$ cat src/rtl/dff_bank_arbiter.sv
// Shared WIDTH-bit register with a two-requester arbiter: the requester that
// holds the grant writes it, with fair handoff after HOLD consecutive writes.
module dff_bank_arbiter #(
    parameter int WIDTH = 8,
    parameter int HOLD  = 4
) (
    input  logic             C_i,
    input  logic             nR_i,
    input  logic             REQ0_i,
    input  logic [WIDTH-1:0] D0_i,
    input  logic             REQ1_i,
    input  logic [WIDTH-1:0] D1_i,
    output logic             GNT0_o,
    output logic             GNT1_o,
    output logic [WIDTH-1:0] Q_o,
    output logic [WIDTH-1:0] nQ_o,
    output logic             BUSY_o,
    output logic [7:0]       WCNT_o
);

    typedef enum logic [1:0] {
        IDLE,
        OWN0,
        OWN1
    } state_t;

    localparam logic [4:0] HOLD_W = 5'(HOLD);
    localparam logic [3:0] HOLD_S = 4'(HOLD);

    state_t     state;
    logic       last;
    logic [3:0] hcnt;
    logic [4:0] hcnt_inc;
    logic       hold_done;
    logic [3:0] hcnt_sat;

    // One bit wider so a saturated count plus one still compares correctly.
    assign hcnt_inc  = {1'b0, hcnt} + 5'd1;
    assign hold_done = (hcnt_inc >= HOLD_W);
    assign hcnt_sat  = hold_done ? HOLD_S : hcnt_inc[3:0];

    assign nQ_o   = ~Q_o;
    assign BUSY_o = GNT0_o | GNT1_o;

    // NOTE: all state below is updated with <= so every register samples
    // the pre-edge values of its neighbours, regardless of statement order.
    always_ff @(posedge C_i or negedge nR_i) begin
        if (!nR_i) begin
            state  <= IDLE;
            GNT0_o <= 1'b0;
            GNT1_o <= 1'b0;
            Q_o    <= '0;
            WCNT_o <= 8'd0;
            hcnt   <= 4'd0;
            last   <= 1'b1;
        end else begin
            case (state)
                IDLE: begin
                    // On a tie the requester that did not own last wins.
                    if (REQ0_i && (!REQ1_i || last)) begin
                        state  <= OWN0;
                        GNT0_o <= 1'b1;
                        last   <= 1'b0;
                        hcnt   <= 4'd0;
                    end else if (REQ1_i) begin
                        state  <= OWN1;
                        GNT1_o <= 1'b1;
                        last   <= 1'b1;
                        hcnt   <= 4'd0;
                    end
                end

                OWN0: begin
                    if (!REQ0_i) begin
                        GNT0_o <= 1'b0;
                        if (REQ1_i) begin
                            state  <= OWN1;
                            GNT1_o <= 1'b1;
                            last   <= 1'b1;
                            hcnt   <= 4'd0;
                        end else begin
                            state <= IDLE;
                        end
                    end else begin
                        Q_o    <= D0_i;
                        WCNT_o <= WCNT_o + 8'd1;
                        if (REQ1_i && hold_done) begin
                            state  <= OWN1;
                            GNT0_o <= 1'b0;
                            GNT1_o <= 1'b1;
                            last   <= 1'b1;
                            hcnt   <= 4'd0;
                        end else begin
                            hcnt <= hcnt_sat;
                        end
                    end
                end

                OWN1: begin
                    if (!REQ1_i) begin
                        GNT1_o <= 1'b0;
                        if (REQ0_i) begin
                            state  <= OWN0;
                            GNT0_o <= 1'b1;
                            last   <= 1'b0;
                            hcnt   <= 4'd0;
                        end else begin
                            state <= IDLE;
                        end
                    end else begin
                        Q_o    <= D1_i;
                        WCNT_o <= WCNT_o + 8'd1;
                        if (REQ0_i && hold_done) begin
                            state  <= OWN0;
                            GNT1_o <= 1'b0;
                            GNT0_o <= 1'b1;
                            last   <= 1'b0;
                            hcnt   <= 4'd0;
                        end else begin
                            hcnt <= hcnt_sat;
                        end
                    end
                end

                default: begin
                    state  <= IDLE;
                    GNT0_o <= 1'b0;
                    GNT1_o <= 1'b0;
                end
            endcase
        end
    end

endmodule

$ cat config.mk
export PLATFORM = sky130hd
export DESIGN_NAME = dff_bank_arbiter
export DESIGN_NICKNAME = d
export VERILOG_FILES = /design/src/rtl/dff_bank_arbiter.sv
export SDC_FILE = /design/constraint.sdc
export NUM_CORES = 1
export LEC_CHECK = 0
export ABC_AREA = 0
export CAP_MARGIN = 40
export CORE_ASPECT_RATIO = 1.25
export CORE_UTILIZATION = 30
export CTS_CLUSTER_DIAMETER = 150
export DETAILED_ROUTE_END_ITERATION = 7
export DONT_BUFFER_PORTS = 1
export PLACE_DENSITY_LB_ADDON = 0.2
export SETUP_SLACK_MARGIN = 0.2
export SLEW_MARGIN = 30
export SYNTH_ARGS = -nofsm -noshare
export SYNTH_HDL_FRONTEND = slang
export SYNTH_SLANG_ARGS = --single-unit
$ cat constraint.sdc
create_clock -name C_i -period 1.9 [get_ports C_i]
set_input_delay 0.475 -clock C_i [delete_from_list [all_inputs] [get_ports C_i]]
set_output_delay 0.475 -clock C_i [all_outputs]
set_load 0.02 [all_outputs]
# Yosys cells after proc, flatten, opt, wreduce, memory -nomap -nowiden
# Cells that the tools add are included.
# op_classes
add_sub_neg	2
n_lt_le_gt_ge	1
eq_ne	10
n_mux	44
n_bitwise	2
n_reduce_logical	14
# ops
op	n
two-way mux 4 bit	8
two-way mux 8 bit	4
case mux 8 bit (2 select lines)	2
two-way mux 1 bit	18
two-way mux 2 bit	7
!= test 3 bit, second input constant	4
case mux 4 bit (3 select lines)	1
case mux 1 bit (3 select lines)	3
AND reduction 3 bit	3
adder 8 x 1 -> 8 bit, second input constant	1
!= test 2 bit, second input constant	4
inverter 8 bit	1
AND reduction 4 bit	2
case mux 2 bit (3 select lines)	1
adder 4 x 1 -> 5 bit, second input constant	1
greater-or-equal comparator 5 x 3 -> 1 bit, second input constant	1
logical AND 1 bit	3
nonzero test 3 bit	1
== test 2 x 1 -> 1 bit, second input constant	1
== test 2 bit, second input constant	1
logical NOT 2 bit	1
AND reduction 2 bit	1
nonzero test 2 bit	1
logical NOT 1 bit	1
2 further kinds	2
# word_totals
regBits	25
output_inout_bits	27
word_cells	80

# Logic depth before layout (Yosys ltp)
# Gate-level depths: netlist of the first run.
# logic_depth
ltp_word	6
mapped_depth	8

# Least setup slack after synthesis of the first run
# OpenSTA, ideal clock, no wires.
# synth_timing
path_type	reg-to-reg
from	register state[1]
to	register state[0]
arrival_ns	1.584
required_ns	1.775
setup_slack_ns	0.191
stages_incl_launch_ff	7
path_buffers	0
period_less_slack_ns	1.709
cell_sequence	dfrtp_1 inv_1 ha_1 and2_1 a32oi_2 o21ai_1 mux2_2
# synth_via
elab_chain_len	3
word_cells_on_any_way	8
cone_classes	eq/ne: 5; mux: 1; reduce/logical: 2
# synth_rtl
element	line	source
from (decl)	30	state_t state;
from (signal assigned)	49	state <= IDLE;
from (signal assigned)	61	state <= OWN0;
from (signal assigned)	66	state <= OWN1;
== test 2 bit (tied with other cells)	57	case (state)
!= test 3 bit (no source line)	n/a	
AND reduction 3 bit (no source line)	n/a	
# Parallel ways exist; a longest one is shown, timed or not.
# A chain may end at the register's enable or synchronous reset.

# Final worst setup path of the first run
# layout_timing
from	register state[1]
to	register WCNT_o[5]
# layout_via
elab_chain_len	3
word_cells_on_any_way	7
cone_classes	eq/ne: 4; mux: 1; reduce/logical: 2
# layout_rtl
element	line	source
== test 2 bit / == test 2 x 1 -> 1 bit (equally long branches)	57	
!= test 2 bit (no source line) / nonzero test 2 bit (equally long branches)	n/a	
AND reduction 3 bit (no source line)	n/a	
to (signal assigned)	86	WCNT_o <= WCNT_o + 8'd1;
to (signal assigned)	112	WCNT_o <= WCNT_o + 8'd1;
to (decl)	18	output logic [7:0] WCNT_o
# Parallel ways exist; a longest one is shown, timed or not.

==> flow_metrics.env, run 1 <==
export IMPL_fp_dieH_um=81.8
export IMPL_synth_sequential_area_ratio_pct=41.1
export IMPL_die_width_um=65.8
export IMPL_clkLatencyLatePin_ns=0.26
export IMPL_via_count=1189
export IMPL_clk_pin_slew_ns=0.09
export IMPL_clock_skew_final_ns=0.00227
export IMPL_path_max_fanout=6
export IMPL_synthDominantCellAreaShare_pct=39.3
export IMPL_gate_count_post_synth=156
export IMPL_port_buffers=0
export IMPL_clk_root_buffer_cell="sky130_fd_sc_hd__clkbuf_8"
export IMPL_postLayoutSetupSlackWorst_ns=0.193
export IMPL_synth_seq_cells=25
export IMPL_fin_crit_sh_pct=89.8
export IMPL_switching_share_pct=45.8
export IMPL_outcome="finished clean"
export IMPL_total_cts_buffers=3
export IMPL_synth_cells_most_frequent="24 x sky130_fd_sc_hd__dfrtp_1, 20 x sky130_fd_sc_hd__a21oi_1, 14 x sky130_fd_sc_hd__nor2_1"
export IMPL_highest_layer="met4"
export IMPL_dp_final_hpwl_mm=2.36
export IMPL_core_area_sq_um=4800
export IMPL_post_drt_via_cell_ratio=5.13
export IMPL_min_path_type="in2async"
export IMPL_synthMostInstantiatedCell="sky130_fd_sc_hd__dfrtp_1"
export IMPL_drt_antenna_net_count=0
export IMPL_synthesis_yosys_warnings=0
export IMPL_cap_violations=0
export IMPL_final_hold_viol_count=0
export IMPL_largest_net_degree_at_the_start_of_global_routing=25
export IMPL_final_instance_area_sq_um=1890
export IMPL_number_of_distinct_library_cell_variants_in_the_gate_level_netlist_after_synthesis=43
export IMPL_synth_compound_area_share_pct=17.4
export IMPL_dr_first_iter_drc_count=46
export IMPL_max_slew_worst_pin_slew_ns=0.513
export IMPL_power_clock_fraction_pct=9.2
export IMPL_cts_tree="yes"
export IMPL_xor_xnor_portion_of_the_synthesized_cell_area_pct=5.00
export IMPL_wirelength_per_cell_um=15.1
export IMPL_route_met3_wl_um=230
export IMPL_crit_path_start_kind="register"
export IMPL_worst_endpoint_required_ns=2.05
export IMPL_final_min_clock_period_ns=1.71
export IMPL_timing_critical_path_to_type="register"
export IMPL_synth_top_cell_by_area="sky130_fd_sc_hd__dfrtp_1"
export IMPL_drive_above_1_share_pct=26.7
export IMPL_top_level_ports=47
export IMPL_fin_tns_setup_ns=0
export IMPL_dr_wl_met2_mm=1.72
export IMPL_syn_area_per_cell_sq_um=9.79
export IMPL_basic_gate_share_of_the_synthesized_area_counting_and_or_nand_and_nor_cells_pct=15.7
export IMPL_mappedNetlistNets=183
export IMPL_first_global_vias=1238
export IMPL_rsz_0062_raised_after_global_routing="yes"
export IMPL_worst_r2r_startpoint="state[1]"
export IMPL_num_antenna_cells=0
export IMPL_antenna_found_initial=0
export IMPL_ys_async_sr_fraction_pct=100
export IMPL_total_switching_power_mw=1.57
export IMPL_yosys_top_cells_area="sky130_fd_sc_hd__dfrtp_1 39%, sky130_fd_sc_hd__a21oi_1 6.6%, sky130_fd_sc_hd__mux2i_1 5.9%"
export IMPL_detailedPlace_worstSlack_ns=-0.0495
export IMPL_dr_pass1_iters=4
export IMPL_synth_edff_count=0
export IMPL_reg2reg_to="WCNT_o[5]"
export IMPL_grt_pass1_wl_mm=5.70
export IMPL_floorplan_initialDensity_pct=31.8
export IMPL_row_count=28
export IMPL_grt_ovfl_total=0
export IMPL_timing_final_setup_violations=0
export IMPL_power_leakage_nw=0.835
export IMPL_met1Wirelength_mm=1.52
export IMPL_power_frac_comb_pct=55.1
export IMPL_adder_cell_area_share_of_the_yosys_netlist_pct=5.74
export IMPL_sequentialPowerShare_pct=35.8
export IMPL_post_synth_instance_area_sq_um=1530
export IMPL_n_fill_cell=469
export IMPL_syn_to_final_growth_pct=23.5
export IMPL_final_routed_wirelength_mm=3.50
export IMPL_final_max_slew_violation_count=0
export IMPL_nets_final=200
export IMPL_pd_cells_nw_per_um2=1820
export IMPL_final_cell_count_no_fill=232
export IMPL_slew_limit_headroom_pct=65.8
export IMPL_p_total_mw=3.43
export IMPL_grt_usage_pct=13.8
export IMPL_drt_drc_violations_left=0
export IMPL_clkSinkCount=25
export IMPL_timing_setup_critical_path_class="reg2reg"
export IMPL_synth_top_family_by_area="compound AO/OA/AOI/OAI gates"
export IMPL_postPlaceCellArea_sq_um=1630
export IMPL_maximum_ir_drop_on_the_vdd_rail_mv=0.919
export IMPL_crit_arrival_ns=1.86
export IMPL_postSynth_topFlopCell="sky130_fd_sc_hd__dfrtp_1"
export IMPL_cts_htree_levels=1
export IMPL_fp_dieArea_sq_um=5380
export IMPL_gp_congestion=0.757
export IMPL_clk_path_buf_depth=2
export IMPL_regToRegSetupSlack_ns=0.19
export IMPL_fmax_mhz=586
export IMPL_multiplexer_area_fraction_after_synthesis_pct=8.85
export IMPL_worst_r2r_cell_count=8
export IMPL_number_of_cells_after_detailed_placement=213
export IMPL_internal_power_mw=1.86
-- routing by layer --
layer	global-route usage, %	vias to the layer above
li1	-	578
met1	15.9	559
met2	24.6	45
met3	4.03	7
met4	3.91	0
met5	0	-
-- power by group through the flow --
stage / logic, mW / clock network (mW) / registers, mW
after floorplan: 1.19 / 0 / 1.17
after global placement: 1.41 / 0 / 1.23
after detailed placement: 1.44 / 0 / 1.24
after CTS: 1.82 / 0.327 / 1.22
after global routing: 2.08 / 0.352 / 1.26
final: 1.89 / 0.315 / 1.23
-- cell type report --
| cell class | count | area [sq um] | share of cell area [%] |
|---|---|---|---|
| multi-input cells | 110 | 867 | 46.0 |
| flip-flops and latches | 25 | 627 | 33.2 |
| inverters | 13 | 48.8 | 2.59 |
| clock buffers | 4 | 45.0 | 2.39 |
| well taps | 60 | 75.1 | 3.98 |
| repair buffers | 20 | 223 | 11.8 |
-- stage by stage --
step / hold WS [ns] / util, %
after CTS: 0.0123 / 38.2
after global routing: 0.0107 / 39.3
after detailed placement: 0.180 / 33.9
after floorplan: 0.179 / -
after global placement: 0.180 / 33.9
final: 0.0100 / 39.3
-- cell usage in the layout (no fill, tap or decap), types with 2 or more instances in the layout --
master | synthesis | layout
sky130_fd_sc_hd__o21ai_0 | 2 | 2
sky130_fd_sc_hd__and4_1 | 2 | 2
sky130_fd_sc_hd__ha_4 | 0 | 2
sky130_fd_sc_hd__dfrtp_1 | 24 | 24
sky130_fd_sc_hd__inv_2 | 0 | 2
sky130_fd_sc_hd__a21oi_1 | 20 | 19
sky130_fd_sc_hd__o211ai_1 | 2 | 2
sky130_fd_sc_hd__mux2_2 | 4 | 4
sky130_fd_sc_hd__xnor2_1 | 4 | 4
sky130_fd_sc_hd__xnor2_2 | 2 | 2
sky130_fd_sc_hd__and2_1 | 4 | 3
sky130_fd_sc_hd__mux2i_1 | 9 | 9
sky130_fd_sc_hd__inv_1 | 13 | 11
sky130_fd_sc_hd__clkbuf_8 | 0 | 3
sky130_fd_sc_hd__ha_1 | 7 | 4
sky130_fd_sc_hd__nand3_4 | 2 | 2
sky130_fd_sc_hd__buf_4 | 1 | 13
sky130_fd_sc_hd__buf_6 | 1 | 2
sky130_fd_sc_hd__nor2_1 | 14 | 14
sky130_fd_sc_hd__nand2_1 | 10 | 10
sky130_fd_sc_hd__nand2b_1 | 2 | 2
sky130_fd_sc_hd__buf_12 | 0 | 3
sky130_fd_sc_hd__nor3_1 | 2 | 2
sky130_fd_sc_hd__nand4_1 | 3 | 3
sky130_fd_sc_hd__a21o_1 | 2 | 2
-- state kept, by name (all words and copies together), names as in the netlist --
name / cells
last: 1
hcnt: 4
GNT0_o: 1
state: 2
Q_o: 8
WCNT_o: 8
GNT1_o: 1
-- worst max path at each step --
stage                     startpoint        end  slack, ns  cells after the start
after floorplan             state[1]   state[0]       0.19                      6
after global placement      state[1]   state[1]       0.08                      6
after detailed placement    state[1]   state[1]      -0.05                      6
after CTS                   state[0]   state[1]       0.20                      6
after global routing        state[1]     Q_o[5]       0.13                      9
final                       state[1]  WCNT_o[5]       0.19                      8
-- what timing repair did --
item | CTS | global route
setup buffers | 8 | 5
pin swaps | 2 | 2
resized for setup | 13 | 5
hold buffers | 1 | 0
gates cloned | 1 | 0
endpoints found under the setup margin | 16 | 19
endpoints found under the hold margin | 24 | 0
-- kinds of logic (layout without fill, tap and decap cells) --
kind of cell | count (synthesis) | count (layout)
xor gates and xnor gates | 7 | 7
muxes | 13 | 13
and+or+nand+nor | 44 | 44
AOI/OAI and AO/OA | 39 | 39
adders and majority gates | 7 | 7
DFF | 25 | 25
buffers and inverters | 21 | 37
-- worst max-delay path, stage by stage, from the launching register on --
cell and delay (ns):
sky130_fd_sc_hd__dfrtp_1 0.43, sky130_fd_sc_hd__buf_6 0.14, sky130_fd_sc_hd__ha_4 0.17, sky130_fd_sc_hd__nor2b_4 0.14
sky130_fd_sc_hd__a211oi_4 0.22, sky130_fd_sc_hd__buf_12 0.16, sky130_fd_sc_hd__buf_8 0.11, sky130_fd_sc_hd__nand3_4 0.07
sky130_fd_sc_hd__xnor2_2 0.15
(Power assumes the default switching activity.)
==> inputs of run 2 (changes only) <==
--- a/config.mk
+++ b/config.mk
@@ -5,7 +5,7 @@
 export SDC_FILE = /design/constraint.sdc
 export NUM_CORES = 1
 export LEC_CHECK = 0
-export ABC_AREA = 0
+export ABC_AREA = 1
 export CAP_MARGIN = 40
 export CORE_ASPECT_RATIO = 1.25
 export CORE_UTILIZATION = 30
==> run 2 against run 1 <==
Cell count increased by 18%. Critical path depth decreased by 7. Fmax increased by 7.1%. First-iteration DRC count decreased by 11%. Via count increased by 4.2%. Sequential power decreased by 6%. Register-to-register slack improved by 0.15 ns. Worst setup slack improved by 0.11 ns. Die area decreased by 1.7%. Highest routed layer unchanged.
==> flow_metrics.env, run 2 <==
export IMPL_drt_antenna_net_count=0
export IMPL_crit_arrival_ns=1.12
export IMPL_yosys_top_cells_area="sky130_fd_sc_hd__dfrtp_1 40%, sky130_fd_sc_hd__nand2_1 18%, sky130_fd_sc_hd__inv_1 7.3%"
export IMPL_postSynth_topFlopCell="sky130_fd_sc_hd__dfrtp_1"
export IMPL_dp_final_hpwl_mm=2.31
export IMPL_syn_area_per_cell_sq_um=7.21
export IMPL_final_instance_area_sq_um=1670
export IMPL_synthMostInstantiatedCell="sky130_fd_sc_hd__nand2_1"
export IMPL_dr_first_iter_drc_count=41
export IMPL_row_count=28
export IMPL_synth_sequential_area_ratio_pct=41.8
export IMPL_largest_net_degree_at_the_start_of_global_routing=25
export IMPL_reg_top3="Q_o x8, WCNT_o x8, hcnt x4"
export IMPL_pd_cells_nw_per_um2=1690
export IMPL_wirelength_per_cell_um=11.6
export IMPL_post_synth_instance_area_sq_um=1500
export IMPL_rsz_0062_raised_after_global_routing="no"
export IMPL_worstPathBufferInverterCount=0
export IMPL_crit_path_start_kind="register"
export IMPL_synth_cells_most_frequent="72 x sky130_fd_sc_hd__nand2_1, 29 x sky130_fd_sc_hd__inv_1, 24 x sky130_fd_sc_hd__dfrtp_1"
export IMPL_num_antenna_cells=0
export IMPL_timing_critical_path_to_type="primary output"
export IMPL_internal_power_mw=1.35
export IMPL_finalHoldWorstSlack_ns=0.000514
export IMPL_gp_congestion=0.799
export IMPL_clock_skew_final_ns=0.00441
export IMPL_total_cts_buffers=3
export IMPL_grt_usage_pct=12.9
export IMPL_max_incr_delay_on_cp_ns=0.47
export IMPL_slew_limit_headroom_pct=78.3
export IMPL_n_fill_cell=545
export IMPL_synth_edff_count=0
export IMPL_core_area_sq_um=4760
export IMPL_post_cts_buffers=0
export IMPL_via_count=1239
export IMPL_drt_drc_violations_left=0
export IMPL_fp_dieArea_sq_um=5290
export IMPL_clk_pin_slew_ns=0.10
export IMPL_min_path_type="in2async"
export IMPL_antenna_found_initial=0
export IMPL_final_routed_wirelength_mm=3.15
export IMPL_clkSinkCount=25
export IMPL_syn_to_final_growth_pct=11.0
export IMPL_clk_path_buf_depth=2
export IMPL_cap_violations=0
export IMPL_top_level_ports=47
export IMPL_max_slew_worst_pin_slew_ns=0.325
export IMPL_fmax_mhz=628
export IMPL_outcome="finished clean"
export IMPL_synthDominantCellAreaShare_pct=40.0
export IMPL_grt_ovfl_total=0
export IMPL_switching_share_pct=52.1
export IMPL_timing_final_setup_violations=0
export IMPL_grt_pass1_wl_mm=5.29
export IMPL_cts_tree="yes"
export IMPL_sequentialPowerShare_pct=41.1
export IMPL_clkLatencyLatePin_ns=0.27
export IMPL_fin_tns_setup_ns=0
export IMPL_gate_count_post_synth=208
export IMPL_power_frac_comb_pct=46.9
export IMPL_floorplan_initialDensity_pct=31.5
export IMPL_power_clock_fraction_pct=12.0
export IMPL_critical_path_top_delay_family="flip-flops"
export IMPL_layout_cells_most_common="sky130_fd_sc_hd__nand2_1"
export IMPL_ys_async_sr_fraction_pct=100
export IMPL_worst_endpoint_required_ns=1.42
export IMPL_postPlaceCellArea_sq_um=1570
export IMPL_path_max_fanout=3
export IMPL_postLayoutSetupSlackWorst_ns=0.307
export IMPL_maximum_ir_drop_on_the_vdd_rail_mv=0.745
export IMPL_nets_final=241
export IMPL_port_buffers=0
export IMPL_drive_above_1_share_pct=10.3
export IMPL_final_min_clock_period_ns=1.59
export IMPL_final_core_utilization_pct=35.0
export IMPL_regToRegSetupSlack_ns=0.34
export IMPL_synthesis_yosys_warnings=0
export IMPL_worst_r2r_startpoint="state[0]"
export IMPL_dr_pass1_iters=4
export IMPL_mappedNetlistNets=235
export IMPL_critical_path_slowest_cell="sky130_fd_sc_hd__dfrtp_1"
export IMPL_die_width_um=65.3
export IMPL_power_leakage_nw=0.867
export IMPL_reg2reg_to="WCNT_o[6]"
export IMPL_fp_dieH_um=81.1
export IMPL_final_max_slew_violation_count=0
export IMPL_detailedPlace_worstSlack_ns=0.257
export IMPL_clk_root_buffer_cell="sky130_fd_sc_hd__clkbuf_8"
export IMPL_fin_crit_sh_pct=83.8
export IMPL_post_drt_via_cell_ratio=4.54
export IMPL_timing_setup_critical_path_class="reg2out"
export IMPL_final_hold_viol_count=0
export IMPL_synth_top_cell_by_area="sky130_fd_sc_hd__dfrtp_1"
export IMPL_synth_seq_cells=25
export IMPL_number_of_distinct_library_cell_variants_in_the_gate_level_netlist_after_synthesis=25
export IMPL_layout_cells_most_common_list="71 x sky130_fd_sc_hd__nand2_1, 29 x sky130_fd_sc_hd__inv_1, 24 x sky130_fd_sc_hd__dfrtp_1"
export IMPL_cts_htree_levels=1
export IMPL_first_global_vias=1193
export IMPL_worst_r2r_cell_count=9
export IMPL_critical_path_cell_chain="or2_2"
export IMPL_total_switching_power_mw=1.47
run 2: routing by layer:
| layer | up-vias | track usage, % | share of wire [%] |
|---|---|---|---|
| met5 | - | 0 | 0 |
| met4 | 0 | 3.26 | 0.67 |
| met3 | 2 | 3.09 | 5.0 |
| met2 | 33 | 22.0 | 47 |
| met1 | 547 | 16.2 | 47 |
| li1 | 657 | - | - |
run 2: worst reg2reg max path, stage by stage (launching register included):
cell and delay (ns):
sky130_fd_sc_hd__dfrtp_1 0.42, sky130_fd_sc_hd__inv_1 0.10, sky130_fd_sc_hd__ha_2 0.29, sky130_fd_sc_hd__nand2_2 0.12, sky130_fd_sc_hd__o21ai_4 0.08, sky130_fd_sc_hd__nand2_4 0.11, sky130_fd_sc_hd__nor2_2 0.15, sky130_fd_sc_hd__nand3_1 0.08
sky130_fd_sc_hd__nand2_1 0.07, sky130_fd_sc_hd__nand2_1 0.05
run 2: worst max-delay path by stage:
stage / cells after the start / slack (ns) / startpoint / to
final: 1 / 0.31 / GNT0_o / BUSY_o
after global placement: 8 / 0.25 / state[0] / WCNT_o[2]
after detailed placement: 8 / 0.26 / state[0] / WCNT_o[2]
after global routing: 8 / 0.23 / state[0] / Q_o[4]
after CTS: 8 / 0.24 / state[0] / WCNT_o[3]
after floorplan: 9 / 0.47 / state[1] / Q_o[5]
run 2: kinds of logic (layout without fill, tap and decap cells):
| family | after synthesis | in the layout | synth area share [%] |
|---|---|---|---|
| AND/OR/NAND/NOR | 113 | 113 | 30.9 |
| buffers and inverters | 36 | 41 | 9.92 |
| flip-flops | 25 | 25 | 41.8 |
| AO/OA/AOI/OAI | 22 | 22 | 8.67 |
| adder cells (fa/ha/maj) | 7 | 7 | 5.84 |
| XOR/XNOR | 5 | 5 | 2.92 |
run 2: cell type report:
cell class	count	area, sq um	share of cell area, %
clock buffers	3	41.3	2.48
clock inverters	1	7.51	0.451
inverters	34	135	8.11
multi-input cells	147	744	44.7
flip-flops and latches	25	627	37.6
well taps	60	75.1	4.51
repair buffers	3	35.0	2.10
run 2: timing repair:
| action | in CTS | in global routing |
|---|---|---|
| setup endpoints to repair | 0 | 17 |
| endpoints found under the hold margin | 24 | 0 |
| resized for setup | 0 | 7 |
| hold buffers | 1 | 0 |
run 2: power by group through the flow:
stage / Sequential (mW) / Combinational [mW] / Clock (mW)
global route: 1.20 / 1.54 / 0.362
detailed placement: 1.17 / 1.26 / 0
global placement: 1.18 / 1.27 / 0
floorplan: 1.14 / 1.05 / 0
finish: 1.16 / 1.32 / 0.338
CTS: 1.16 / 1.29 / 0.344
run 2: per-stage QoR:
| step | cells | power, mW |
|---|---|---|
| finish | 273 | 2.81 |
| global route | 273 | 3.11 |
| CTS | 273 | 2.79 |
| detailed placement | 268 | 2.43 |
| global placement | 268 | 2.45 |
| floorplan | 208 | 2.19 |
